--- config.mk ---
export PLATFORM = sky130hd
export DESIGN_NAME = leitor_rom_estatisticas
export DESIGN_NICKNAME = d
export VERILOG_FILES = /design/src/rtl/leitor_rom_estatisticas.sv
export SDC_FILE = /design/constraint.sdc
export NUM_CORES = 1
export LEC_CHECK = 0
export ABC_AREA = 1
export CAP_MARGIN = 40
export CORE_AREA = 5 5 108 110
export DETAILED_ROUTE_END_ITERATION = 10
export DIE_AREA = 0 0 113 115
export PLACE_DENSITY = 0.77
export SLEW_MARGIN = 20
export SYNTH_ARGS = -nofsm -noshare
export SYNTH_HDL_FRONTEND = slang
export SYNTH_SLANG_ARGS = --single-unit
--- constraint.sdc ---
create_clock -name CLK -period 2.25 [get_ports CLK]
set_clock_uncertainty 0.15 [all_clocks]
set_input_delay 0.3375 -clock CLK [delete_from_list [all_inputs] [get_ports CLK]]
set_output_delay 0.3375 -clock CLK [all_outputs]
set_load 0.03 [all_outputs]
--- src/rtl/leitor_rom_estatisticas.sv ---
// leitor_rom_estatisticas: walks a synchronous-read ROM from address 0 and
// accumulates minimum, maximum, sum and count of the elements that come
// before the first sentinel word, or of all words if no sentinel is present.
//
// Handshake: Inicio is a request sampled on a rising edge. It is accepted
// only when the block is not scanning (Ocupado=0). Ocupado stays high while
// the scan runs. Pronto is a level that means Minimo/Maximo/Soma/Contagem
// are valid, and it stays high until the next accepted Inicio. The result
// outputs only change on the edge that completes a scan.
module leitor_rom_estatisticas #(
  parameter int                       LARGURA_DADOS = 8,
  parameter int                       LARGURA_END   = 9,
  parameter logic [LARGURA_DADOS-1:0] SENTINELA     = 8'hFF
) (
  input  logic                                 CLK,
  input  logic                                 Reset,
  input  logic                                 Inicio,
  input  logic [LARGURA_DADOS-1:0]             Dados,
  output logic [LARGURA_END-1:0]               Endereco,
  output logic [LARGURA_DADOS-1:0]             Minimo,
  output logic [LARGURA_DADOS-1:0]             Maximo,
  output logic [LARGURA_DADOS+LARGURA_END-1:0] Soma,
  output logic [LARGURA_END:0]                 Contagem,
  output logic                                 Ocupado,
  output logic                                 Pronto,
  output logic [1:0]                           Estado
);

  localparam int                 PROFUNDIDADE = 2 ** LARGURA_END;
  localparam logic [LARGURA_END:0] CNT_MAX    = (LARGURA_END+1)'(PROFUNDIDADE);

  typedef enum logic [1:0] {
    OCIOSO    = 2'd0,
    VARRE     = 2'd1,
    CONCLUIDO = 2'd2
  } estado_t;

  estado_t estado;

  // Working accumulators; only copied to the outputs when a scan completes.
  logic [LARGURA_DADOS-1:0]             acc_min;
  logic [LARGURA_DADOS-1:0]             acc_max;
  logic [LARGURA_DADOS+LARGURA_END-1:0] acc_soma;
  logic [LARGURA_END:0]                 acc_cnt;

  logic [LARGURA_DADOS-1:0]             prox_min;
  logic [LARGURA_DADOS-1:0]             prox_max;
  logic [LARGURA_DADOS+LARGURA_END-1:0] prox_soma;
  logic [LARGURA_END:0]                 prox_cnt;

  assign Estado = estado;

  // Accumulator values if the element currently on Dados is consumed.
  always_comb begin
    prox_min  = (Dados < acc_min) ? Dados : acc_min;
    prox_max  = (Dados > acc_max) ? Dados : acc_max;
    prox_soma = acc_soma + {{LARGURA_END{1'b0}}, Dados};
    prox_cnt  = acc_cnt + (LARGURA_END+1)'(1);
  end

  // Scan sequencer: address generation, accumulation and result publishing.
  always_ff @(posedge CLK) begin
    if (Reset) begin
      estado   <= OCIOSO;
      Endereco <= '0;
      Minimo   <= '0;
      Maximo   <= '0;
      Soma     <= '0;
      Contagem <= '0;
      Ocupado  <= 1'b0;
      Pronto   <= 1'b0;
      acc_min  <= '1;
      acc_max  <= '0;
      acc_soma <= '0;
      acc_cnt  <= '0;
    end else begin
      case (estado)
        OCIOSO, CONCLUIDO: begin
          // Endereco sits at 0 here, so ROM[0] is already in flight when
          // the start edge arrives and the next edge can consume it.
          Endereco <= '0;
          if (Inicio) begin
            estado   <= VARRE;
            Endereco <= (LARGURA_END)'(1);
            Ocupado  <= 1'b1;
            Pronto   <= 1'b0;
            acc_min  <= '1;
            acc_max  <= '0;
            acc_soma <= '0;
            acc_cnt  <= '0;
          end
        end

        VARRE: begin
          if (Dados == SENTINELA) begin
            // Sentinel ends the list without being counted. An empty list
            // reports 0 for both extremes rather than the seed values.
            estado   <= CONCLUIDO;
            Endereco <= '0;
            Minimo   <= (acc_cnt == '0) ? '0 : acc_min;
            Maximo   <= (acc_cnt == '0) ? '0 : acc_max;
            Soma     <= acc_soma;
            Contagem <= acc_cnt;
            Ocupado  <= 1'b0;
            Pronto   <= 1'b1;
          end else begin
            acc_min  <= prox_min;
            acc_max  <= prox_max;
            acc_soma <= prox_soma;
            acc_cnt  <= prox_cnt;
            Endereco <= Endereco + (LARGURA_END)'(1);
            if (prox_cnt == CNT_MAX) begin
              // Whole ROM consumed with no sentinel; include this element.
              estado   <= CONCLUIDO;
              Endereco <= '0;
              Minimo   <= prox_min;
              Maximo   <= prox_max;
              Soma     <= prox_soma;
              Contagem <= prox_cnt;
              Ocupado  <= 1'b0;
              Pronto   <= 1'b1;
            end
          end
        end

        default: begin
          estado   <= OCIOSO;
          Endereco <= '0;
          Ocupado  <= 1'b0;
          Pronto   <= 1'b0;
        end
      endcase
    end
  end

endmodule

==> After elaboration in Yosys (flattened, before gate mapping) <==
Index checks and enable logic that the tools add are counted.
{ "totals": {"ff_bits": 99, "input_bits": 11} }
{ "classes": {"add_sub_neg": 3, "order_cmp": 2, "eq_ne": 7, "n_mux": 40, "reduce_logical": 8} }
{ "ops": {"columns": ["cell", "count"], "rows": [
  ["2-to-1 mux 8 bit", 12],
  ["2-to-1 mux 17 bit", 4],
  ["2-to-1 mux 10 bit", 4],
  ["one-hot mux 17 bit (2 select lines)", 1],
  ["one-hot mux 8 bit (2 select lines)", 2],
  ["one-hot mux 10 bit (2 select lines)", 1],
  ["2-to-1 mux 9 bit", 2],
  ["one-hot mux 9 bit (2 select lines)", 1],
  ["adder 17 x 8 -> 17 bit", 1],
  ["adder 10 x 1 -> 10 bit (second input constant)", 1],
  ["== test 10 bit (second input constant)", 1],
  ["logical NOT 10 bit", 1],
  ["adder 9 x 1 -> 9 bit (second input constant)", 1],
  ["== test 8 bit (second input constant)", 1],
  ["greater-than comparator 8 bit", 1],
  ["< comparator 8 bit", 1],
  ["2-to-1 mux 1 bit", 7],
  ["2-to-1 mux 2 bit", 3],
  ["!= test 2 bit (second input constant)", 2],
  ["one-hot mux 1 bit (2 select lines)", 2],
  ["one-hot mux 2 bit (2 select lines)", 1],
  ["AND reduction 2 bit", 2],
  ["nonzero test 2 bit", 2],
  ["!= test 3 bit (second input constant)", 1],
  ["other kinds (5)", 5]
]} }

==> Logic depth before layout (Yosys ltp) <==
Gate-level depths: netlist (run 1).
{ "logic_depth": {"ltp_word": 5, "depth_mapped": 15, "mapped_depth_nobuf": 14} }

==> Least setup slack after synthesis (run 1) <==
Ideal clock, no wire load.
{ "synth_path": {"path_kind": "register -> register", "startpoint": "reg acc_soma[0]", "endpoint": "reg Soma[14]", "arrival_ns": 1.766, "t_required_ns": 1.987, "slack_ns": 0.221, "stages_incl_launch_ff": 15, "synth_period_minus_slack_ns": 2.029, "cell_sequence": "dfxtp_1 ha_1 inv_1 fa_1 nand3b_1 nand2_1 nand2_1 nand2_1 nand2_1 nand2_1 nand3_1 nand2_1 nor2_1 nor2_1 nor2_1"} }
{ "synth_between": {"elab_chain_len": 3} }
{ "synth_lines": {"columns": ["item", "line_no", "text"], "rows": [
  ["start: declaration", "43", "logic [LARGURA_DADOS+LARGURA_END-1:0] acc_soma;"],
  ["start signal: assignment", "109", "acc_soma <= prox_soma;"],
  ["adder 17 x 8 -> 17 bit", "57", "prox_soma = acc_soma + {{LARGURA_END{1'b0}}, Dados};"],
  ["2-to-1 mux 17 bit", "112", "if (prox_cnt == CNT_MAX) begin"],
  ["2-to-1 mux 17 bit", "95", "if (Dados == SENTINELA) begin"],
  ["end signal: assignment", "102", "Soma <= acc_soma;"],
  ["end signal: assignment", "118", "Soma <= prox_soma;"],
  ["end: declaration", "22", "output logic [LARGURA_DADOS+LARGURA_END-1:0] Soma,"]
]} }
Every way passes these cells. The select of a mux whose other input is x is not followed.
A chain may end at the register's enable or synchronous reset.

==> Final worst setup path (run 1) <==
{ "layout_path": {"startpoint": "reg acc_cnt[1]", "endpoint": "reg Maximo[4]"} }
{ "layout_between": {"elab_chain_len": 4, "elab_cells_between_ends": 7, "classes_between": "add/sub: 1; eq/ne: 1; mux: 2; reduce/logical: 3"} }
{ "layout_lines": {"columns": ["item", "line_no", "text"], "rows": [
  ["start: declaration", "44", "logic [LARGURA_END:0] acc_cnt;"],
  ["start signal: assignment", "110", "acc_cnt <= prox_cnt;"],
  ["adder 10 x 1 -> 10 bit", "58", "prox_cnt = acc_cnt + (LARGURA_END+1)'(1);"],
  ["== test 10 bit", "112", null],
  ["nonzero test 2 bit (no line)", null, null],
  ["AND reduction 2 bit (no line)", null, null],
  ["end signal: assignment", "101", "Maximo <= (acc_cnt == '0) ? '0 : acc_max;"],
  ["end signal: assignment", "117", "Maximo <= prox_max;"],
  ["end: declaration", "21", "output logic [LARGURA_DADOS-1:0] Maximo,"]
]} }
Parallel ways exist; a longest one is shown, timed or not.

==> results of run 1 <==
## cells in the mapped netlist, types with 3 or more instances
cell type  number
nand2_1       304
nor2_1        102
inv_1          99
dfxtp_1        98
nand3_1        98
a21oi_1        67
ha_1           26
clkbuf_1       24
nand3b_1       23
o21ai_0        18
buf_2           9
nor3_1          9
o211ai_1        8
xor2_1          6
buf_1           5
xnor2_1         5
a211oi_1        3
clkinv_1        3
nand4_1         3
## layout make-up
cell class / instances / area, sq um / share of cell area (%)
Tap cell: 140 / 175 / 2.39
Sequential cell: 98 / 1960 / 26.8
Clock buffer: 11 / 141 / 1.93
Clock inverter: 1 / 5.00 / 0.0684
Timing Repair Buffer: 124 / 1240 / 16.9
Inverter: 104 / 390 / 5.33
Multi-Input combinational cell: 690 / 3410 / 46.5
## worst max-delay path, cell delays in order (launching register included)
cell and delay, ns:
dfxtp_2 0.36, ha_1 0.17, nand2_1 0.09, inv_2 0.12
nand3_1 0.08, nand2_1 0.07, nand2_1 0.10, nor2_1 0.13
nand3_2 0.12, nand2_4 0.15, nand2_4 0.08, buf_12 0.17
nor2_1 0.11, nor2_1 0.05
## power by group through the flow
stage               combinational, W  sequential (W)  clock [W]
floorplan                   0.000575         0.00188          0
global placement            0.000881         0.00188          0
detailed placement          0.000892         0.00188          0
CTS                         0.000898         0.00184   0.000993
global route                 0.00104         0.00185    0.00108
finish                      0.000922         0.00184   0.000976
## timing repair
item / in CTS / in global routing
resized for setup: 5 / 16
endpoints found under the setup margin: 6 / 39
pin swaps: 1 / 2
buffers inserted: 0 / 4
## per-layer routing
| layer | global-route usage, % | wire (microns) | vias up |
|---|---|---|---|
| met2 | 38.7 | 6740 | 132 |
| met4 | 8.33 | 260 | 0 |
| met1 | 29.9 | 6920 | 2677 |
| met5 | 0 | 0 | - |
| met3 | 2.95 | 713 | 16 |
| li1 | - | - | 3144 |
## worst paths after layout
path | end | slack (ns) | cells after the start
worst min register to register | acc_cnt[8] | 0.34 | 2
worst max-delay path | Maximo[4] | 0.16 | 13
worst max register to register | Maximo[4] | 0.16 | 13
worst min-delay path | acc_cnt[8] | 0.34 | 2
## sequential cells by signal, indices dropped and copies added (netlist names)
| name | count |
|---|---|
| Minimo | 8 |
| Ocupado | 1 |
| acc_max | 8 |
| Soma | 17 |
| acc_min | 8 |
| Maximo | 8 |
| Contagem | 10 |
| Endereco | 9 |
| Estado | 2 |
| acc_cnt | 10 |
| acc_soma | 17 |
## cell families after synthesis
family / Yosys count / synth area share, %
simple gates: 552 / 40.1
buf+inv: 146 / 9.88
compound gates: 100 / 9.14
flops: 98 / 33.3
fa+ha+maj: 27 / 5.87
xor+xnor: 11 / 1.64
## metrics by stage
| step | total power [W] | setup TNS [ns] | setup slack (ns) | instances |
|---|---|---|---|---|
| finish | 0.00374 | 0 | 0.162 | 1168 |
| global route | 0.00397 | -0.0233 | -0.0166 | 1168 |
| CTS | 0.00373 | 0 | 0.0184 | 1164 |
| detailed placement | 0.00277 | -22.57 | -0.462 | 1152 |
| global placement | 0.00276 | -23.65 | -0.377 | 1152 |
| floorplan | 0.00246 | 0 | 0.221 | 934 |
==> out/metrics.sh, run 1 <==
RUN_STATUS='finished, final reports clean'
CP-STARTPOINT='acc_cnt[1]'
SYN_AREA_SQ_UM=5890
ASYNC_RESET_FF_SHARE_PCT=0
N_FILL_CELL=963
CLOCK_PATH_BUFFERS=2
TRITONCTS_CLOCK_TREE='done'
FP.COREAREA_SQ_UM=10600
POST_SYNTH_INST_COUNT=934
VIAS_PER_CELL=5.11
TIMING.FINAL.HOLD_VIOLATIONS=0
FINAL_CORE_UTIL_PCT=69.0
DRC=0
INSERTION_DELAY_NS=0.37
YS_TOP_CELLS_BY_AREA='dfxtp_1 33%, nand2_1 19%, nand3_1 8.3%'
WORST-SLEW-PIN-TRANSITION_NS=0.393
POSTCTSHOLDBUFS=0
SYN_TO_FINAL_GROWTH_PCT=24.4
DP.FINAL_HPWL_MICRONS=10600
FINAL_DESIGN_AREA_NO_FILL_SQ_UM=7320
DESIGN.DIE.AREA_SQ_UM=13000
VIAS_IN_THE_FIRST_GLOBAL_ROUTE=5312
COMBINATIONALPOWERSHARE_PCT=24.7
FMAX_MHz=479
CRITPATHARRIVALTIME_NS=2.21
YS_WARN_COUNT=0
DOMINANTREGCELLSYNTH='dfxtp_1'
NUMBER_OF_TOP_LEVEL_PINS=67
PERIOD_MINUS_SLACK_NS=2.09
P_INT_W=0.00257
REPORT.FINAL.SETUP_VIOL=0
FINAL_COUNT_OF_PINS_VIOLATING_MAX_SLEW=0
SYNTHESIS.AREA_PER_INSTANCE_SQ_UM=6.30
CTS.CLK_SLEW.WORST_PATHS_NS=0.09
LAYOUT_WORST_PATH_CYCLE_SHARE_PCT=92.8
SYNTH-EDFF-COUNT=0
PEAKVDDDROP_V=0.000334
NUMBER_OF_ANTENNA_VIOLATIONS_AT_THE_FIRST_CHECK_IN_GLOBAL_ROUTING=0
SYNTHDOMINANTAREACELLTYPE='dfxtp_1'
PLACEDINSTANCEAREA_SQ_UM=7070
TIMING_WORST_SETUP_PATH_TYPE='reg -> reg'
FIN_HOLD_WS_NS=0.336
SYNTH.DISTINCT_CELLS=34
NUMCTSBUFFERS=9
DR.FIRST_ITER.DRC_COUNT=330
LAYOUT_COMMONEST_CELL='nand2_1'
FINALNETCOUNT=1065
CLOCK_TREE.HTREE_LEVEL_COUNT=3
CTS_ROOT_BUF='clkbuf_8'
GROUTE.USAGE.OVERALL_PCT=22.8
TIMING.CRITICAL_PATH.FROM_TYPE='flip-flop'
LAYOUT_COMMON_CELLS='299 x nand2_1, 102 x nor2_1, 99 x inv_1'
START_UTIL_PCT=55.5
LAYOUT-DRIVE-GT1-SHARE_PCT=9.14
DIE_W_MICRONS=113
P_LEAK_nW=3.41
MAXCAPVIOLCOUNT=0
YOSYS_REGISTER_BITS=98
SYNTH_SEQUENTIAL_AREA_RATIO_PCT=33.3
GRT_MAX_DEGREE=36
ROUTABILITYCONGESTION=0.914
WORST_SLEW_MARGIN_REL_PCT=73.8
PWR_DENSITY_CELL_nW_PER_UM2=511
HEIGHT_OF_THE_DIE_MICRONS=115
SW_PWR_W=0.00117
GRT_PASS1_WL_MICRONS=24300
SYNTH.NET_COUNT=972
WORST-PATH-MAX-FANOUT=28
NUMPORTBUFFERS=66
MIN-DELAY-START='acc_cnt[8]'
SYNTH.TOP_CELL.AREA_SHARE_PCT=33.3
DRT_PASS1_ITERATIONS=5
P_SEQ_SHARE_PCT=49.2
POWER.SHARE.CLOCK_PCT=26.1
MIN-DELAY-PATH-CLASS='reg -> reg'
WORSTPATHREQUIRED_NS=2.37
DIODES=0
SWITCHING_SHARE_PCT=31.2
DETAIL_ROUTE.WL_PER_CELL_MICRONS=12.5
TRITONCTS_NUM_SINKS=98
SETUP.WORST_PATH.END_CLASS='flip-flop'
PLACEMENT_ROWS=38
ROUTE.ANTENNA.REMAINING_NETS=0
GRT_OVERFLOW_TOTAL=0
TOTALWIRELENGTH_MICRONS=14600
ROUTE.VIAS.TOTAL=5969
R2R-START='acc_cnt[1]'
Note: power is estimated with default switching activity, not from simulation.
==> run 2, diff against run 1 <==
- MAX_ROUTING_LAYER: unset -> met4
==> run 2 against run 1 <==
Compared with the run above:
- worst setup slack improved by 0.0078 ns
- combinational power barely moved
- non-clock buffer count fell by 1
- register-to-register slack barely moved
- sequential share of layout area barely moved
- die area did not move
- sequential power barely moved
- hold slack improved by 0.00073 ns
- sequential cell count did not move
- fmax rose by 0.38%
- critical endpoint unchanged
- power barely moved
==> out/metrics.sh, run 2 (synthesis results as in run 1) <==
RUN_STATUS='finished, final reports clean'
P_SEQ_SHARE_PCT=49.3  # about the same
DR.FIRST_ITER.DRC_COUNT=410  # +24%
NUMBER_OF_TOP_LEVEL_PINS=67  # unchanged
P_LEAK_nW=3.41  # -0.16%
SYN_TO_FINAL_GROWTH_PCT=24.2
DRT_PASS1_ITERATIONS=4  # -1
NUMPORTBUFFERS=66  # unchanged
TRITONCTS_NUM_SINKS=98  # unchanged
GRT_OVERFLOW_TOTAL=0  # unchanged
CTS.CLK_SLEW.WORST_PATHS_NS=0.09  # about the same
HEIGHT_OF_THE_DIE_MICRONS=115  # unchanged
DIE_W_MICRONS=113  # unchanged
P_INT_W=0.00257  # about the same
CLOCK_TREE.HTREE_LEVEL_COUNT=3  # unchanged
NUMBER_OF_ANTENNA_VIOLATIONS_AT_THE_FIRST_CHECK_IN_GLOBAL_ROUTING=0  # unchanged
WORSTPATHREQUIRED_NS=2.37  # about the same
LAYOUT-DRIVE-GT1-SHARE_PCT=9.06  # -0.088 points
FP.COREAREA_SQ_UM=10600  # unchanged
VIAS_PER_CELL=5.11  # about the same
REG2REGPATHDEPTH=13  # unchanged
POWER.SHARE.CLOCK_PCT=26.1  # about the same
PLACEMENT_ROWS=38  # unchanged
GRT_PASS1_WL_MICRONS=24300  # unchanged
SETUP.WORST_PATH.END_CLASS='flip-flop'
MAXCAPVIOLCOUNT=0  # unchanged
DRC=0  # unchanged
FIN_HOLD_WS_NS=0.337  # +0.000731 ns
FMAX_MHz=481  # +0.38%
FINALNETCOUNT=1064  # -0.094%
COMBINATIONALPOWERSHARE_PCT=24.6  # about the same
TIMING.CRITICAL_PATH.FROM_TYPE='flip-flop'
R2R_END='Maximo[4]'
PWR_DENSITY_CELL_nW_PER_UM2=511  # about the same
GRT_MAX_DEGREE=36  # unchanged
GROUTE.USAGE.OVERALL_PCT=23.5  # +0.69 points
TIMING.FINAL.HOLD_VIOLATIONS=0  # unchanged
MIN-DELAY-START='acc_max[5]'
PLACE_INST=1152  # unchanged
CRITPATHARRIVALTIME_NS=2.20  # about the same
FINAL-INSTANCE-COUNT-EXCL-FILL=1167  # -0.086%
WORST_HOLD_PATH.ENDPOINT='acc_max[5]'
INSERTION_DELAY_NS=0.37  # about the same
NUMCTSBUFFERS=9  # unchanged
CLOCK_PATH_BUFFERS=2  # unchanged
DESIGN.DIE.AREA_SQ_UM=13000  # unchanged
SWITCHING_SHARE_PCT=31.2  # +0.037 points
TIMING.REG2REG.SETUP_SLACK_NS=0.17  # about the same
LAYOUT_COMMONEST_CELL='nand2_1'
FINAL_COUNT_OF_PINS_VIOLATING_MAX_SLEW=0  # unchanged
TOTALWIRELENGTH_MICRONS=14600  # about the same
RSZ0062_AT_GRT='true'
DIODES=0  # unchanged
PEAKVDDDROP_V=0.000335  # +0.32%
PERIOD_MINUS_SLACK_NS=2.08  # -0.00781 ns
LARGEST_REGISTERS='Soma x17, acc_soma x17'
WORST-SLEW-PIN-TRANSITION_NS=0.395  # +0.00297 ns
WORST-PATH-MAX-FANOUT=28  # unchanged
MIN-DELAY-PATH-CLASS='reg -> reg'
CTS_ROOT_BUF='clkbuf_8'
ROUTE.VIAS.TOTAL=5962  # -0.12%
TIMING.HOLD.WORST_PATH_DEPTH=2  # unchanged
TRITONCTS_CLOCK_TREE='done'
VIAS_IN_THE_FIRST_GLOBAL_ROUTE=5325  # +0.24%
WORST_SLEW_MARGIN_REL_PCT=73.6  # -0.20 points
REPORT.FINAL.SETUP_VIOL=0  # unchanged
START_UTIL_PCT=55.5  # unchanged
DP.FINAL_HPWL_MICRONS=10600  # unchanged
R2R-START='acc_cnt[0]'
DETAIL_ROUTE.WL_PER_CELL_MICRONS=12.5  # about the same
ROUTABILITYCONGESTION=0.930  # +1.7%
LAYOUT_WORST_PATH_CYCLE_SHARE_PCT=92.4  # -0.35 points
LAYOUT_COMMON_CELLS='299 x nand2_1, 102 x nor2_1, 99 x inv_1'
TIMING_WORST_SETUP_PATH_TYPE='reg -> reg'
SW_PWR_W=0.00117  # about the same
ROUTE.ANTENNA.REMAINING_NETS=0  # unchanged
## run 2: changes by cell type in the layout (fill, tap and decap cells not counted)
cell,before,now
buf_4,48,47
## run 2: how the worst max path moves through the flow
stage	slack, ns	endpoint	from
after floorplan	0.22	Soma[14]	acc_soma[0]
after global placement	-0.38	Soma[14]	Dados[0]
after detailed placement	-0.46	Soma[16]	Dados[0]
after CTS	0.02	Soma[15]	Dados[5]
after global routing	-0.02	Minimo[2]	acc_cnt[0]
final	0.17	Maximo[4]	acc_cnt[0]
## run 2: cell type report
class	instances	area, sq um
Fill cell	965	3290
Inverter	104	390
Tap cell	140	175
Multi-Input combinational cell	690	3410
Clock buffer	11	141
Sequential cell	98	1960
Clock inverter	1	5.00
Timing Repair Buffer	123	1230
## run 2: critical path: stages (launching register included)
cell and delay, ns:
dfxtp_1 0.35, ha_1 0.18, nand2_1 0.09, inv_2 0.12
nand3_1 0.10, nand2_1 0.09, nand2_1 0.06, nor2_1 0.12
nand3_2 0.12, nand2_4 0.15, nand2_4 0.08, buf_12 0.17
nor2_1 0.11, nor2_1 0.05
## run 2: layer usage
metal  share of wire (%)  GRT usage, %  vias up  wire length, microns
li1                    -             -     3141                     -
met1                  48          29.8     2672                  6970
met2                  46          38.8      132                  6730
met3                 4.5          2.74       17                   651
met4                 1.8          8.57        0                   268
met5                   0             -        -                     0
## run 2: power groups by stage
| stage | Clock, W | Sequential [W] | Combinational, W |
|---|---|---|---|
| floorplan | 0 | 0.00188 | 0.000575 |
| global placement | 0 | 0.00188 | 0.000881 |
| detailed placement | 0 | 0.00188 | 0.000892 |
| CTS | 0.000993 | 0.00184 | 0.000898 |
| global route | 0.00107 | 0.00185 | 0.00104 |
| finish | 0.000977 | 0.00184 | 0.000919 |
## run 2: metrics by stage
stage	power (W)	TNS (ns)	cell area (sq um)	worst slack, ns	utilization [%]
after floorplan	0.00246	0	5890	0.221	-
after global placement	0.00276	-23.65	7070	-0.377	66.7
after detailed placement	0.00277	-22.57	7070	-0.462	66.7
after CTS	0.00373	0	7220	0.0184	68.1
after global routing	0.00396	-0.0284	7310	-0.0165	69.0
final	0.00374	0	7310	0.170	69.0
## run 2: what timing repair did
item / CTS / global route
endpoints found under the hold margin: 0 / 0
buffers inserted: 0 / 3
hold buffers: 0 / 0
setup endpoints to repair: 6 / 41
gates resized for setup: 5 / 16
pin swaps: 1 / 2
